[src/rtl/player2_if.sv]
// Player-2 controller bus: per-frame tick, buttons and kill in; sprite position/state out.
// The master drives the inputs (board or bench); the controller sits on the slave side.
interface player2_if;
  logic              frame_tick;
  logic              btn_up;
  logic              btn_down;
  logic              btn_left;
  logic              btn_right;
  logic              kill;
  logic signed [10:0] centerX2;
  logic signed [10:0] centerY2;
  logic [2:0]        sprite_num;
  logic              alive;
  logic              moving;

  modport master (
    output frame_tick, btn_up, btn_down, btn_left, btn_right, kill,
    input  centerX2, centerY2, sprite_num, alive, moving
  );

  modport slave (
    input  frame_tick, btn_up, btn_down, btn_left, btn_right, kill,
    output centerX2, centerY2, sprite_num, alive, moving
  );
endinterface

[src/rtl/player2_ctrl.sv]
// Grid-locked movement and walk animation for player 2, advanced once per video frame.
// state   | meaning
// IDLE    | on a tile boundary, waiting for a button on frame_tick
// MOVE    | stepping toward the next tile boundary in r_dir, buttons ignored
// DEAD    | frozen after kill, left only by reset
module player2_ctrl #(
  parameter int START_X  = 64,
  parameter int START_Y  = 64,
  parameter int X_MIN    = 32,
  parameter int X_MAX    = 736,
  parameter int Y_MIN    = 32,
  parameter int Y_MAX    = 536,
  parameter int TILE     = 32,
  parameter int STEP     = 2,
  parameter int ANIM_DIV = 8
) (
  input  logic       clk,
  input  logic       reset_n,
  player2_if.slave   bus
);

  typedef enum logic [1:0] {ST_IDLE, ST_MOVE, ST_DEAD} state_t;
  typedef enum logic [1:0] {DIR_DOWN, DIR_UP, DIR_LEFT, DIR_RIGHT} dir_t;

  localparam int TILE_BITS = $clog2(TILE);
  localparam int CNT_W     = $clog2(ANIM_DIV + 1);

  localparam logic signed [11:0] C_TILE  = 12'(TILE);
  localparam logic signed [11:0] C_X_MIN = 12'(X_MIN);
  localparam logic signed [11:0] C_X_MAX = 12'(X_MAX);
  localparam logic signed [11:0] C_Y_MIN = 12'(Y_MIN);
  localparam logic signed [11:0] C_Y_MAX = 12'(Y_MAX);
  localparam logic signed [10:0] C_STEP  = 11'(STEP);
  localparam logic signed [10:0] C_START_X = 11'(START_X);
  localparam logic signed [10:0] C_START_Y = 11'(START_Y);

  state_t             r_state, w_state_nxt;
  dir_t               r_dir, w_dir_nxt;
  logic signed [10:0] r_x, r_y, w_x_nxt, w_y_nxt;
  logic [CNT_W-1:0]   r_cnt, w_cnt_nxt;
  logic               r_phase, w_phase_nxt;

  logic               w_any_btn;
  dir_t               w_sel_dir;
  dir_t               w_step_dir;
  logic signed [11:0] w_tgt_x, w_tgt_y;
  logic               w_tgt_ok;
  logic signed [10:0] w_step_x, w_step_y;
  logic               w_aligned;
  logic [CNT_W-1:0]   w_cnt_inc;
  logic [2:0]         w_sprite;

  assign w_any_btn = bus.btn_up | bus.btn_down | bus.btn_left | bus.btn_right;
  assign w_cnt_inc = r_cnt + CNT_W'(1);

  always_comb begin
    w_sel_dir = DIR_RIGHT;
    if (bus.btn_up)        w_sel_dir = DIR_UP;
    else if (bus.btn_down) w_sel_dir = DIR_DOWN;
    else if (bus.btn_left) w_sel_dir = DIR_LEFT;
  end

  // One-tile target is computed one bit wider so the bounds check cannot wrap.
  always_comb begin
    w_tgt_x = 12'(r_x);
    w_tgt_y = 12'(r_y);
    case (w_sel_dir)
      DIR_UP:    w_tgt_y = 12'(r_y) - C_TILE;
      DIR_DOWN:  w_tgt_y = 12'(r_y) + C_TILE;
      DIR_LEFT:  w_tgt_x = 12'(r_x) - C_TILE;
      default:   w_tgt_x = 12'(r_x) + C_TILE;
    endcase
  end

  assign w_tgt_ok = (w_tgt_x >= C_X_MIN) && (w_tgt_x <= C_X_MAX) &&
                    (w_tgt_y >= C_Y_MIN) && (w_tgt_y <= C_Y_MAX);

  assign w_step_dir = (r_state == ST_IDLE) ? w_sel_dir : r_dir;

  always_comb begin
    w_step_x = r_x;
    w_step_y = r_y;
    case (w_step_dir)
      DIR_UP:    w_step_y = r_y - C_STEP;
      DIR_DOWN:  w_step_y = r_y + C_STEP;
      DIR_LEFT:  w_step_x = r_x - C_STEP;
      default:   w_step_x = r_x + C_STEP;
    endcase
  end

  always_comb begin
    if (w_step_dir == DIR_UP || w_step_dir == DIR_DOWN)
      w_aligned = (w_step_y[TILE_BITS-1:0] == '0);
    else
      w_aligned = (w_step_x[TILE_BITS-1:0] == '0);
  end

  always_comb begin
    w_state_nxt = r_state;
    w_dir_nxt   = r_dir;
    w_x_nxt     = r_x;
    w_y_nxt     = r_y;
    w_cnt_nxt   = r_cnt;
    w_phase_nxt = r_phase;
    if (bus.kill) begin
      w_state_nxt = ST_DEAD;
    end else if (bus.frame_tick) begin
      case (r_state)
        ST_IDLE: begin
          if (w_any_btn) begin
            w_dir_nxt = w_sel_dir;
            if (w_tgt_ok) begin
              w_state_nxt = ST_MOVE;
              w_x_nxt     = w_step_x;
              w_y_nxt     = w_step_y;
              w_phase_nxt = 1'b1;
              w_cnt_nxt   = CNT_W'(1);
            end
          end
        end
        ST_MOVE: begin
          w_x_nxt = w_step_x;
          w_y_nxt = w_step_y;
          // Landing on a boundary wins over a same-tick phase toggle.
          if (w_aligned) begin
            w_state_nxt = ST_IDLE;
            w_phase_nxt = 1'b0;
            w_cnt_nxt   = '0;
          end else if (w_cnt_inc == CNT_W'(ANIM_DIV)) begin
            w_phase_nxt = ~r_phase;
            w_cnt_nxt   = '0;
          end else begin
            w_cnt_nxt   = w_cnt_inc;
          end
        end
        default: ;
      endcase
    end
  end

  always_ff @(posedge clk) begin
    if (!reset_n) begin
      r_state <= ST_IDLE;
      r_dir   <= DIR_DOWN;
      r_x     <= C_START_X;
      r_y     <= C_START_Y;
      r_cnt   <= '0;
      r_phase <= 1'b0;
    end else begin
      r_state <= w_state_nxt;
      r_dir   <= w_dir_nxt;
      r_x     <= w_x_nxt;
      r_y     <= w_y_nxt;
      r_cnt   <= w_cnt_nxt;
      r_phase <= w_phase_nxt;
    end
  end

  always_comb begin
    w_sprite = 3'd0;
    if (r_state == ST_DEAD) begin
      w_sprite = 3'd6;
    end else begin
      case (r_dir)
        DIR_DOWN:  w_sprite = 3'd0 + {2'b00, r_phase};
        DIR_UP:    w_sprite = 3'd2 + {2'b00, r_phase};
        DIR_LEFT:  w_sprite = 3'd4;
        default:   w_sprite = 3'd5;
      endcase
    end
  end

  assign bus.centerX2   = r_x;
  assign bus.centerY2   = r_y;
  assign bus.sprite_num = w_sprite;
  assign bus.alive      = (r_state != ST_DEAD);
  assign bus.moving     = (r_state == ST_MOVE);

endmodule

[src/flat_wrapper.sv]
// flat-port wrapper written by rule: the top's interface ports become plain ports
module player2_ctrl_flat 
#(
  parameter int START_X  = 64,
  parameter int START_Y  = 64,
  parameter int X_MIN    = 32,
  parameter int X_MAX    = 736,
  parameter int Y_MIN    = 32,
  parameter int Y_MAX    = 536,
  parameter int TILE     = 32,
  parameter int STEP     = 2,
  parameter int ANIM_DIV = 8
)
  (clk, reset_n, bus_frame_tick, bus_btn_up, bus_btn_down, bus_btn_left, bus_btn_right, bus_kill, bus_centerX2, bus_centerY2, bus_sprite_num, bus_alive, bus_moving);
  player2_if bus_i ();
  input  logic clk;
  input  logic reset_n;
  input wire logic [$bits(bus_i.frame_tick)-1:0] bus_frame_tick;
  input wire logic [$bits(bus_i.btn_up)-1:0] bus_btn_up;
  input wire logic [$bits(bus_i.btn_down)-1:0] bus_btn_down;
  input wire logic [$bits(bus_i.btn_left)-1:0] bus_btn_left;
  input wire logic [$bits(bus_i.btn_right)-1:0] bus_btn_right;
  input wire logic [$bits(bus_i.kill)-1:0] bus_kill;
  output wire logic [$bits(bus_i.centerX2)-1:0] bus_centerX2;
  output wire logic [$bits(bus_i.centerY2)-1:0] bus_centerY2;
  output wire logic [$bits(bus_i.sprite_num)-1:0] bus_sprite_num;
  output wire logic [$bits(bus_i.alive)-1:0] bus_alive;
  output wire logic [$bits(bus_i.moving)-1:0] bus_moving;
  assign bus_i.frame_tick = bus_frame_tick;
  assign bus_i.btn_up = bus_btn_up;
  assign bus_i.btn_down = bus_btn_down;
  assign bus_i.btn_left = bus_btn_left;
  assign bus_i.btn_right = bus_btn_right;
  assign bus_i.kill = bus_kill;
  assign bus_centerX2 = bus_i.centerX2;
  assign bus_centerY2 = bus_i.centerY2;
  assign bus_sprite_num = bus_i.sprite_num;
  assign bus_alive = bus_i.alive;
  assign bus_moving = bus_i.moving;
  player2_ctrl #(.START_X(START_X), .START_Y(START_Y), .X_MIN(X_MIN), .X_MAX(X_MAX), .Y_MIN(Y_MIN), .Y_MAX(Y_MAX), .TILE(TILE), .STEP(STEP), .ANIM_DIV(ANIM_DIV)) u_core (.clk(clk), .reset_n(reset_n), .bus(bus_i));
endmodule
[config.mk]
export PLATFORM = sky130hd
export DESIGN_NAME = player2_ctrl_flat
export DESIGN_NICKNAME = d
export VERILOG_FILES = /design/src/rtl/player2_if.sv /design/src/rtl/player2_ctrl.sv /design/src/flat_wrapper.sv
export SDC_FILE = /design/constraint.sdc
export NUM_CORES = 1
export LEC_CHECK = 0
export CAP_MARGIN = 20
export CELL_PAD_IN_SITES_DETAIL_PLACEMENT = 1
export CELL_PAD_IN_SITES_GLOBAL_PLACEMENT = 1
export CORE_UTILIZATION = 45
export CTS_CLUSTER_DIAMETER = 150
export DETAILED_ROUTE_END_ITERATION = 12
export GPL_TIMING_DRIVEN = 0
export PLACE_DENSITY = 0.95
export SLEW_MARGIN = 30
export SYNTH_ARGS = -nofsm -noshare
export SYNTH_HDL_FRONTEND = slang
export SYNTH_SLANG_ARGS = --single-unit
[constraint.sdc]
create_clock -name clk -period 7.6 [get_ports clk]
set_clock_uncertainty 0.15 [all_clocks]
set_input_delay 1.52 -clock clk [delete_from_list [all_inputs] [get_ports clk]]
set_output_delay 1.52 -clock clk [all_outputs]
set_load 0.05 [all_outputs]
==> metrics.log <==
INFO  metric run_status = finished, final reports clean
INFO  metric ys_warn_count = 0
INFO  metric clock_sinks = 29
INFO  metric critPathKind = primary input to flop
INFO  metric power.clock.fraction = 36.3%
INFO  metric min_from = u_core.r_cnt[2]
INFO  metric p_sw_share = 34.5%
INFO  metric multi_input_comb_area = 0.00194 mm²
INFO  metric hold_path.class = flop to flop
INFO  metric maxCapViolCount = 0
INFO  metric initial_standard_cell_utilization_of_the_core = between 40% and 50%
INFO  metric power.internal = 318 µW
INFO  metric place_inst = 445
INFO  metric totalWireLength = 8.58 mm
INFO  metric number_of_antenna_violations_at_the_first_check_in_global_routing = 0
INFO  metric period_needed = 5390 ps
INFO  metric ratio_of_total_power_to_cell_area = about 150 mW/mm²
INFO  metric wl_per_cell = ~19 µm
INFO  metric global_route.overflow_total = 0
INFO  metric p_leak = 0.00119 µW
INFO  metric post_drt_via_cell_ratio = 6.31
INFO  metric final_antenna_net_count = 0
INFO  metric max-clock-path-buffers = 2
INFO  metric globalplace.congestion = 0.864
INFO  metric num-nets-final = 414
INFO  metric reg_power_share = 33.6%
INFO  metric grt_util_all_layers = 29.4%
INFO  metric worst_setup_hold_path_clk_slew = 70 ps
INFO  metric antenna-diode-count = 0
INFO  metric rsz0062_at_grt = false
INFO  metric final_util = 56.9%
INFO  metric grt_pass1_vias = 2964
INFO  metric drt-initial-drc-count = between 150 and 200
INFO  metric pin_count = 35
INFO  metric min_period_over_period = 70.9%
INFO  metric worstReg2RegStart = u_core.r_state[0]
INFO  metric start_kind = primary input
INFO  metric postCtsSetupBuffers = 0
INFO  metric critical_path_sink = u_core.bus.centerX2[7]
INFO  metric core_region_area = 0.00561 mm²
INFO  metric grt_pass1_wl = 14.2 mm
INFO  metric register_area = just under 600 µm²
INFO  metric power.switching = approximately 170 µW
INFO  metric insertion_delay = approximately 300 ps
INFO  metric totalNegativeSetupSlack = 0 ps
INFO  metric synth.area.top_cells = dfxtp_1 (22%), ha_1 (11%), a21oi_1 (6.4%)
INFO  metric filler_cell_count = 718
INFO  metric cts-resized-gates = 0
INFO  metric cell_count_after_synthesis = 340
INFO  metric cts.root.buffer_cell = clkbuf_8
INFO  metric worstReg2RegEnd = u_core.r_state[0]
INFO  metric final-setup-viol-count = 0
INFO  metric r2r_setup_slack = ~3700 ps
INFO  metric grt_max_degree = 12
INFO  metric hold_viol_final = 0
INFO  metric transition_time_of_the_tightest_slew_check_pin = 949 ps
INFO  metric crit_path_max_fanout = 10
INFO  metric combPwrFrac = 30.1%
INFO  metric flow.area_growth_from_synthesis = 20.1%
INFO  metric synth-async-reset-ratio = 0%
INFO  metric drc = 0
INFO  metric element_type_at_the_critical_path_end = flop
INFO  metric layout-drive-gt1-share = 7.61%
INFO  metric maxSlewHeadroom = between 30% and 40%
INFO  metric seq_cells_post_synth = 29
INFO  metric max_transition_viols_final = 0
INFO  metric cts_hold_buffers = 0
INFO  metric worst-endpoint-required = 7670 ps
INFO  metric place.port_buffers = 32
INFO  metric synth.top_cell.area_share = 21.8%
INFO  metric avgSynthCellArea = 7.82 µm²
INFO  metric layoutNonFillerInstCount = ~450
INFO  metric synth-edff-count = 0
INFO  metric yosysUniqueCellTypes = between 50 and 60
INFO  metric dominantRegCellSynth = dfxtp_1
INFO  metric core.rowCount = 27
INFO  metric syn_area = ~0.0027 mm²
INFO  metric highest_attainable_clock_frequency = 186 MHz
INFO  metric timing.critical_path.arrival = 5460 ps
INFO  metric htreeDepth = 2
INFO  metric first_pass_drt_iterations = 4
INFO  metric die_y = 78.9 µm
INFO  metric post-synth-top-area-cell = dfxtp_1
INFO  metric die_x = 78.9 µm
INFO  metric setup.worst_path.start = bus_btn_down
INFO  metric vdd.ir_drop.worst = 0.000124 V
INFO  metric cts_inserted_buffers = 5
INFO  metric length_in_cells_of_the_worst_reg_to_reg_path = 9
INFO  metric design.die.area = 0.00622 mm²
INFO  metric synth.yosys.seq_area_share = 21.8%
INFO  metric totalPowerFinal = 485 µW
INFO  metric cts_tree = built
INFO  metric hpwlAfterDp = 6.26 mm
INFO  metric num_vias = 2859
-- layout by cell type, fill, tap and decap left out, types with 6 or more instances in the layout --
cell type | synthesis | final
a21oi_1 | 34 | 34
clkbuf_1 | 12 | 12
clkbuf_8 | 0 | 6
clkdlybuf4s50_1 | 0 | 32
dfxtp_1 | 29 | 29
ha_1 | 23 | 23
inv_1 | 14 | 14
mux2i_1 | 7 | 7
nand2_1 | 14 | 14
nand2b_1 | 8 | 8
nand3_1 | 17 | 17
nor2_1 | 28 | 28
nor3_1 | 9 | 9
o211ai_1 | 6 | 6
o21ai_0 | 29 | 28
or3_1 | 9 | 9
xnor2_1 | 15 | 15
xor2_1 | 6 | 6
-- worst min-delay path by stage --
stage	to	slack, ps	depth (start not counted)
2_1_floorplan	u_core.r_cnt[1]	340	2
4_1_cts	u_core.r_cnt[2]	400	2
5_1_grt	u_core.bus.centerY2[7]	440	2
3_5_place_dp	u_core.r_cnt[2]	390	2
6_report	u_core.r_cnt[2]	390	2
3_3_place_gp	u_core.r_cnt[1]	360	2
-- synth_stat cells (all sizes together) (3+ instances only) --
cell,count
xnor2,15
a21oi,35
nor3,9
o211ai,6
a31oi,4
o311ai,3
buf,7
mux2i,8
or2,3
inv,14
nand3,17
nand2b,8
o41ai,3
nor2,29
nand2,14
nor3b,3
ha,23
or3,9
o31ai,3
xor2,6
dfxtp,29
and3,5
clkbuf,12
a21o,3
nand4,4
fa,3
o21ai,29
or4b,3
o21a,4
-- layout make-up --
| class | count | area share [%] |
|---|---|---|
| inverters | 14 | 1.65 |
| plain buffers | 19 | 2.94 |
| multi-input cells | 279 | 60.6 |
| well taps | 72 | 2.82 |
| flip-flops and latches | 29 | 18.2 |
| clock inverters | 2 | 1.18 |
| clock buffers | 6 | 2.59 |
| repair buffers | 32 | 10.0 |
-- power by group through the flow --
stage               logic (µW)  clock network [µW]  registers, µW
global placement           136                   0            166
finish                     146                 176            163
global route               158                 185            164
floorplan                 95.4                   0            173
CTS                        145                 177            163
detailed placement         143                   0            166
-- sequential cells by signal, indices dropped and copies added (netlist names) --
signal	flops
u_core.r_state	2
u_core.bus.centerY2	10
u_core.r_phase	1
u_core.r_cnt	4
u_core.bus.centerX2	10
u_core.r_dir	2
-- layer usage --
metal / vias up / part of all wire [%] / GRT usage, %
li1: 1344 / - / -
met1: 1398 / 41 / 33.5
met2: 90 / 50 / 51.9
met3: 27 / 5.6 / 5.17
met4: 0 / 3.5 / 16.2
met5: - / 0 / 0
-- critical path: stages --
cell and delay [ps]:
clkdlybuf4s50_1 470, nor2_2 410, buf_4 270, nand2_1 90, xnor2_1 180, ha_1 220
nor2b_1 230, o21ai_0 140, xor2_1 190, o31ai_1 390, mux2i_4 140, a32oi_2 400
clkbuf_1 430, o21ai_0 180, a21oi_1 180
-- cells by family after synthesis --
| kind of cell | count (synthesis) | share of synthesized area [%] |
|---|---|---|
| AOI/OAI and AO/OA | 108 | 25.9 |
| adders and majority gates | 26 | 13.1 |
| DFF | 29 | 21.8 |
| other | 1 | 0.141 |
| and+or+nand+nor | 113 | 22.7 |
| muxes | 9 | 3.91 |
| xor gates and xnor gates | 21 | 6.92 |
| buffers and inverters | 33 | 5.51 |
-- per-stage QoR --
stage / instance area (µm²) / hold slack (ps) / worst slack [ps]
5_1_grt: 3190 / 440 / 1960
3_5_place_dp: 3070 / 387 / 2030
6_report: 3190 / 395 / 2210
2_1_floorplan: 2660 / 337 / 3190
4_1_cts: 3190 / 396 / 2270
3_3_place_gp: 3070 / 357 / 2040
(Power assumes the default switching activity.)
